### config.mk
export PLATFORM = sky130hd
export DESIGN_NAME = button_conditioner
export DESIGN_NICKNAME = d
export VERILOG_FILES = /design/src/rtl/button_conditioner.sv
export SDC_FILE = /design/constraint.sdc
export NUM_CORES = 1
export LEC_CHECK = 0
export CAP_MARGIN = 20
export CORE_MARGIN = 3
export CORE_UTILIZATION = 64
export CTS_BUF_LIST = sky130_fd_sc_hd__clkbuf_4
export CTS_CLUSTER_DIAMETER = 60
export DETAILED_ROUTE_END_ITERATION = 7
export PLACE_DENSITY = 0.78
export SETUP_SLACK_MARGIN = 0.5
export SKIP_CTS_REPAIR_TIMING = 1
export SLEW_MARGIN = 20
export SYNTH_ARGS = -nofsm -noshare
export SYNTH_HDL_FRONTEND = slang
export SYNTH_SLANG_ARGS = --single-unit
### constraint.sdc
create_clock -name clk -period 2.7 [get_ports clk]
set_input_delay 0.54 -clock clk [delete_from_list [all_inputs] [get_ports clk]]
set_output_delay 0.54 -clock clk [all_outputs]
set_load 0.02 [all_outputs]
### src/rtl/button_conditioner.sv
// Stopwatch input stage: synchronises and debounces three pushbuttons and the countdown switch.
// Buttons become single-cycle press pulses; the switch becomes a clean level.
module button_conditioner #(
  parameter int DEBOUNCE_CYCLES = 1_000_000,
  parameter int CNT_W           = 20
) (
  input  logic clk,
  input  logic reset,
  input  logic btn_start,
  input  logic btn_stop,
  input  logic btn_clear,
  input  logic sw_countdown,
  output logic Start,
  output logic Stop,
  output logic Clear,
  output logic Countdown
);

  localparam int NCH = 4;
  localparam logic [CNT_W-1:0] CNT_MAX = CNT_W'(DEBOUNCE_CYCLES - 1);
  localparam logic [CNT_W-1:0] CNT_ONE = CNT_W'(1);

  // Channel order: 0 start, 1 stop, 2 clear, 3 countdown switch.
  logic [NCH-1:0]   raw;
  logic [NCH-1:0]   q1;
  logic [NCH-1:0]   q2;
  logic [NCH-1:0]   stable;
  logic [NCH-1:0]   accept;
  logic [NCH-1:0]   rise;
  logic [CNT_W-1:0] cnt [NCH];

  assign raw = {sw_countdown, btn_clear, btn_stop, btn_start};

  always_comb begin
    accept = '0;
    rise   = '0;
    for (int i = 0; i < NCH; i++) begin
      accept[i] = (q2[i] != stable[i]) && (cnt[i] == CNT_MAX);
      rise[i]   = accept[i] && q2[i];
    end
  end

  always_ff @(posedge clk or negedge reset) begin
    if (!reset) begin
      q1     <= '0;
      q2     <= '0;
      stable <= '0;
      for (int i = 0; i < NCH; i++) begin
        cnt[i] <= '0;
      end
      Start  <= 1'b0;
      Stop   <= 1'b0;
      Clear  <= 1'b0;
    end else begin
      q1 <= raw;
      q2 <= q1;
      for (int i = 0; i < NCH; i++) begin
        if (q2[i] == stable[i]) begin
          cnt[i] <= '0;
        end else if (accept[i]) begin
          stable[i] <= q2[i];
          cnt[i]    <= '0;
        end else begin
          cnt[i] <= cnt[i] + CNT_ONE;
        end
      end
      // Conflicting presses in one cycle: Clear wins, Start+Stop cancel; losers are dropped.
      Start <= rise[0] && !rise[1] && !rise[2];
      Stop  <= rise[1] && !rise[0] && !rise[2];
      Clear <= rise[2];
    end
  end

  assign Countdown = stable[3];

endmodule

==> reports/qor.yml <==
synthFlopType: "dfrtp_1"
leakagePower_nw: 1.94
path_max_fanout: 20
tns_ns: 0
grt_usage_pct: 21.4
antenna_found_initial: 0
cts_tree: "built"
powerDensity_nw_per_um2: 448
ys_seq_area_share_pct: 52.6
synth_edf_count: 0
clockBufferDepth: 2
async_reset_ff_share_pct: 100
min_period_ns: 2.09
vias_per_cell: 5.82
tightestPinTransition_ns: 0.539
maxCapViolations: 0
finalPower_w: 0.00217
yosys.area_share.simple_pct: 26.0
final_common_cell: "dfrtp_1"
max_stage_delay_ns: 0.67
nets: 475
wl_mm: 7.76
port-buffer-count: 9
finalSetupViolations: 0
htreeDepth: 3
vdd_drop_max_mv: 0.262
die_x_um: 90.0
rows: 29
ant_nets: 0
status: "finished, final reports clean"
seq_area_um2: 2380
numCtsBuffers: 9
clkLatencyLatePin_ns: 0.43
cts.sinks: 95
multiInputGateArea_um2: 2040
die_h_um: 90.0
grt-ovfl-total: 0
clkTransAtPathRegs_ns: 0.14
drc_errors: 0
crit_chain: "or4b_2, or3_1, o21ai_1, buf_4, a21oi_1"
synthAdderAreaFrac_pct: 1.11
yosys-mux-area-fraction_pct: 0.748
start_kind: "flop"
start_util_pct: 68.4
core-area_um2: 6600
syn_area_per_cell_um2: 9.95
drt_iter0_drc: 96
synth_seq_cells: 95
crit_slowest_cell: "or4b_2"
post-dp-hpwl_mm: 5.35
utilization_pct: 73.2
synth-compound-area-share_pct: 7.50
synth_xor_area_share_pct: 9.50
grt_first_pass_wirelength_mm: 14.5
setup.worst_path.end_class: "flop"
yosysWarnings: 0
wl_per_cell_um: 13.8
finalMaxSlewViolations: 0
hold_violations: 0
dieArea_um2: 8100
drive_gt1_share_pct: 8.74
hold_path.class: "input port to async pin"
num_vias: 3273
synth.distinct_cells: 39
cp.required_ns: 3.00
grt_pass1_vias: 3219
clockRootBuffer: "clkbuf_4"
relSlewSlack_pct: 63.7
synthesis.nets: 464
synth_top_family_by_area: "simple AND/OR/NAND/NOR gates"
period_share_pct: 77.4
diodes: 0
place_congestion: 0.847
rsz0062_at_grt: "no"
syn-instance-count: 454
ios: 10
fin_skew_ns: 0.0176
fmax_ghz: 0.478
synthesis.area_um2: 4520
crit_arrival_ns: 2.39
final_cell_mix: "dfrtp_1 (95), nor2_1 (57), nand3_1 (29)"
path_class: "flop to flop"
reg2regPathDepth: 5
drtPass1Iterations: 4
area_delta_synth_final_pct: 7.06
fill_cells: 527
grt_max_degree: 57
power breakdown:
part | leakage (nW) | internal (W) | switching, W
Clock | 0.0595 | 0.000188 | 0.000427
Combinational | 0.580 | 0.0000315 | 0.0000612
Sequential | 1.30 | 0.00144 | 0.0000167
final timing paths:
kind,startpoint,endpoint,slack [ns]
max,cnt[32],cnt[39],0.61
min,reset,cnt[77],0.06
max reg2reg,cnt[32],cnt[39],0.61
min reg2reg,q1[1],q2[1],0.36
max in group asynchronous,reset,cnt[12],1.98
min in group clk,q1[1],q2[1],0.36
sequential cells by signal (all words and copies together), names as in the netlist:
name and flops:
cnt 80, q1 4, q2 4, stable 4, Clear 1, Start 1, Stop 1
per-layer routing:
metal | vias to the layer above | GRT usage, % | part of all wire (%)
li1 | 1630 | - | -
met1 | 1601 | 28.8 | 47
met2 | 36 | 34.3 | 49
met3 | 6 | 6.43 | 3.0
met4 | 0 | 5.48 | 1.0
met5 | - | 0 | 0
stage by stage:
stage	hold slack, ns	setup slack [ns]	std cells	area, um^2
detailed placement	0.335	0.643	547	4730
global route	0.0680	0.521	562	4840
global placement	0.335	0.691	547	4730
floorplan	0.244	0.730	454	4520
CTS	0.0627	0.615	562	4830
finish	0.0617	0.609	562	4840
layout make-up:
cell class / count / area share (%)
multi-input cells: 330 / 42.2
flip-flops and latches: 95 / 49.1
repair buffers: 16 / 3.16
well taps: 93 / 2.41
clock buffers: 10 / 1.55
clock inverters: 5 / 0.543
inverters: 13 / 1.01
critical path, delay by kind of cell, from the launching register on:
family / cells / cell delay (ns)
buffers and inverters: 1 / 0.25
and+or+nand+nor: 2 / 1.05
DFF: 1 / 0.45
AOI/OAI and AO/OA: 2 / 0.22
Yosys cell counts, types with 11 or more instances:
cell type  number  area, um^2
xor2_1         23         201
nand2_1        27         101
a21oi_1        27         135
nor4_1         11        68.8
clkbuf_1       11        41.3
inv_1          13        48.8
o21ai_0        17        85.1
nand3_1        29         145
or3_1          13        81.3
dfrtp_1        95        2380
xnor2_1        26         228
or4_1          14         105
nor2_1         57         214
nand4_1        13        81.3
o31ai_1        13        97.6
cell families after synthesis:
family | Yosys count
DFF | 95
adders and majority gates | 4
buffers and inverters | 29
and+or+nand+nor | 214
muxes | 3
xor gates and xnor gates | 49
AOI/OAI and AO/OA | 60
Power figures use the tool's default switching activity.
==> edit 1, RTL diff (config.mk and constraints unchanged) <==
Reset style: synchronous (`reset`), changed in one clocked block.
--- a/src/rtl/button_conditioner.sv
+++ b/src/rtl/button_conditioner.sv
@@ -42,3 +42,3 @@
 
-  always_ff @(posedge clk or negedge reset) begin
+  always_ff @(posedge clk) begin
     if (!reset) begin
Behaviour: no difference found for any inputs over 10 cycles, from zero or initial values and one cycle with reset low; that may be too few to reach the edited logic, so the function may still have changed.
==> edit 1 against the unedited design <==
  * Die area up 10%
  * Worst setup slack lost 0.072 ns
  * Hold slack improved by 0.38 ns
  * Utilization grew 4.0 points
  * Design area is 19% higher
  * Sequential share of layout area fell by 2.2 points
  * First-iteration DRC count grew 90%
  * Wire length up 15%
  * Total power up 20%
  * Synthesized area is 11% higher
  * Sequential cell count unchanged
  * Via count rose by 15%
  * Largest cell class unchanged
==> edit 1: results <==
{
  "cpPeakStageDelay_ns": 0.74,
  "synthesized_area_fraction_occupied_by_xor_and_xnor_cells_pct": 9.76,
  "synth_cell_types": 46,
  "layoutNonFillerInstCount": 685,
  "grt_pass1_vias": 3524,
  "wl_um": 8960,
  "dr.first_iter.drc_count": 182,
  "synth.top_cells.by_count": "sky130_fd_sc_hd__edfxtp_1 (80), sky130_fd_sc_hd__nor2_1 (75), sky130_fd_sc_hd__xnor2_1 (34), sky130_fd_sc_hd__nand3_1 (30), sky130_fd_sc_hd__nand2_1 (25)",
  "number_of_enable_type_register_cells_in_the_synthesized_netlist": 80,
  "post-synth-top-area-fraction_pct": 47.8,
  "grtUsageMet2_pct": 35.9,
  "met1Wirelength_um": 4270,
  "area_share_nonclk_buffers_pct": 3.13,
  "seq_area_um2": 2700,
  "status": "complete, no violations",
  "worst-path-max-fanout": 6,
  "int_power_mw": 2.00,
  "groute.usage.overall_pct": 21.8,
  "comb-power_uw": 139,
  "leakage_nw": 1.93,
  "inv_count": 19,
  "synthAdderAreaFrac_pct": 0.996,
  "worst_pin_slew_ns": 0.697,
  "grt_pass1_wl_um": 15400,
  "placedCellCount": 666,
  "layout.comb_gates.multi_input": 435,
  "async_set_or_reset_register_ratio_after_synthesis_pct": 0,
  "power.ir.vdd_worst_uv": 314,
  "met2_length_um": 4280,
  "final-clk-cell-share_pct": 2.33,
  "n_fill_cell": 526,
  "design.seq.count": 95,
  "globalRouteMet1Util_pct": 29.3,
  "share_of_post_route_cells_with_drive_strength_above_1_pct": 6.83
}
## edit 1: cell types whose count changed after synthesis, sizes merged, moves of 7 or more
cell and delta:
xnor2 +8, dfrtp -95, nor2 +18, edfxtp +80
dfxtp +15, o21ai -10, a21oi -7, nand4 +11
## edit 1: logic make-up (layout without fill, tap and decap cells)
kind of cell,count (synthesis),in the layout
AO/OA/AOI/OAI,45,45
XOR/XNOR,56,56
adder cells (fa/ha/maj),4,4
buffers and inverters,31,56
flip-flops,95,95
multiplexers,4,4
other,1,80
AND/OR/NAND/NOR,246,246
## edit 1: stage by stage
| step | worst slack, ns | utilization (%) | cell area, µm² |
|---|---|---|---|
| finish | 0.537 | 77.3 | 5750 |
| detailed placement | 0.158 | 74.7 | 5560 |
| global placement | 0.310 | 74.7 | 5560 |
| global route | 0.504 | 77.3 | 5750 |
| floorplan | 0.560 | - | 5320 |
| CTS | 0.105 | 76.5 | 5690 |
==> edit 2, RTL diff (same settings) <==
Made on the original files. Set the parameter `CNT_W` to 40 (it was 20).
--- a/src/rtl/button_conditioner.sv
+++ b/src/rtl/button_conditioner.sv
@@ -4,3 +4,3 @@
   parameter int DEBOUNCE_CYCLES = 1_000_000,
-  parameter int CNT_W           = 20
+  parameter int CNT_W           = 40
 ) (
Behaviour: same outputs for any inputs over 10 cycles, from zero or initial values and one cycle with reset low; that may be too few to reach the edited logic, so the function may still have changed.
==> edit 2 against the unedited design <==
  * Synthesized area rose by 99%
  * Synthesized cell count rose by 100%
  * Fmax is 0.89% lower
  * Worst setup slack worse by 0.019 ns
  * Sequential cell count is 80 higher
  * Combinational power up 87%
  * Clock power rose to 2.6 times the old value
  * Design area increased by 100%
  * Count of clock-buffer cells in the layout grew 8
  * Wire length is 140% higher
  * Hold slack better by 0.30 ns
  * Total power grew 110%
  * Largest power group unchanged
  * Highest routed layer unchanged
==> edit 2: results <==
{
  "post-route-cell-area_um2": 9770,
  "grt_pass1_wl_um": 32000,
  "groute.usage.overall_pct": 24.3,
  "worst_setup_path_endpoint": "Clear",
  "cp_slowest_cell": "sky130_fd_sc_hd__clkdlybuf4s50_1",
  "inv_count": 15,
  "worst_pin_slew_ns": 0.739,
  "hold_path.class": "flop to flop",
  "dr.first_iter.drc_count": 704,
  "fraction_of_power_spent_switching_nets_pct": 23.0,
  "detailed_placement_hpwl_um": 12200,
  "layout.comb_gates.multi_input": 691,
  "syn-num-nets": 933,
  "synth_cell_types": 49,
  "cell_type_group_with_the_largest_total_delay_on_the_critical_path": "buffers and inverters",
  "nonClockBufferCount": 39,
  "area_share_nonclk_buffers_pct": 4.04,
  "worst-path-max-fanout": 1,
  "arrival_ns": 1.57,
  "wl_um": 18600,
  "seq_area_um2": 4380,
  "share_clk_of_total_power_pct": 36.4,
  "ys_seq_elements": 175,
  "n_antenna_cell": 4,
  "post_synth_inst_count": 923,
  "share_of_post_route_cells_with_drive_strength_above_1_pct": 11.1,
  "leakage_nw": 4.06,
  "routabilityCongestion": 0.874,
  "power.ir.vdd_worst_uv": 655,
  "switchingPower_mw": 1.02,
  "yosys-top-cells-area": "sky130_fd_sc_hd__dfrtp_1 (49%), sky130_fd_sc_hd__xnor2_1 (7.6%), sky130_fd_sc_hd__nor2_1 (6.7%)",
  "number_of_clock_buffer_instances_in_the_layout": 18,
  "final-clk-cell-share_pct": 3.13,
  "drt_first_pass_iters": 5,
  "largest_reg_flops": 160,
  "clock_insertion_delay_worst_skew_ns": 0.58,
  "multiInputGateArea_um2": 4400,
  "status": "complete, no violations",
  "seq_area_frac_synth_pct": 48.6,
  "post_dr_vias_cell": 6.09,
  "placedCellCount": 1081,
  "num-nets-final": 949,
  "timing.hold.ws_ns": 0.358,
  "n_fill_cell": 938,
  "sequentialPower_mw": 2.66,
  "largest_net_degree_at_the_start_of_global_routing": 69,
  "detailroute.via_count": 6885
}
==> edit 2: cell types whose count changed after synthesis, sizes merged, moves of 12 or more <==
cell and delta:
nor2 +108, dfrtp +80, xnor2 +52, nand4 +41, nor4 +40, xor2 +35, nand3 +31, buf +22
nand2 +21, nor3 +20, and3 +14, and4 +12
==> edit 2: kinds of logic (layout without fill, tap and decap cells) <==
| family | Yosys count | count (layout) | synth area share [%] |
|---|---|---|---|
| and+or+nand+nor | 507 | 507 | 31.4 |
| DFF | 175 | 175 | 48.6 |
| xor gates and xnor gates | 136 | 136 | 13.2 |
| buffers and inverters | 57 | 84 | 3.36 |
| AOI/OAI and AO/OA | 41 | 41 | 2.51 |
| adders and majority gates | 4 | 4 | 0.555 |
| muxes | 3 | 3 | 0.375 |
| other | 0 | 4 | 0 |
==> edit 2: per-layer routing <==
metal	track usage [%]	vias up	wire, µm
li1	-	3258	-
met2	39.3	182	9110
met1	33.3	3415	8320
met5	0	-	0
met4	7.16	0	284
met3	5.36	30	888
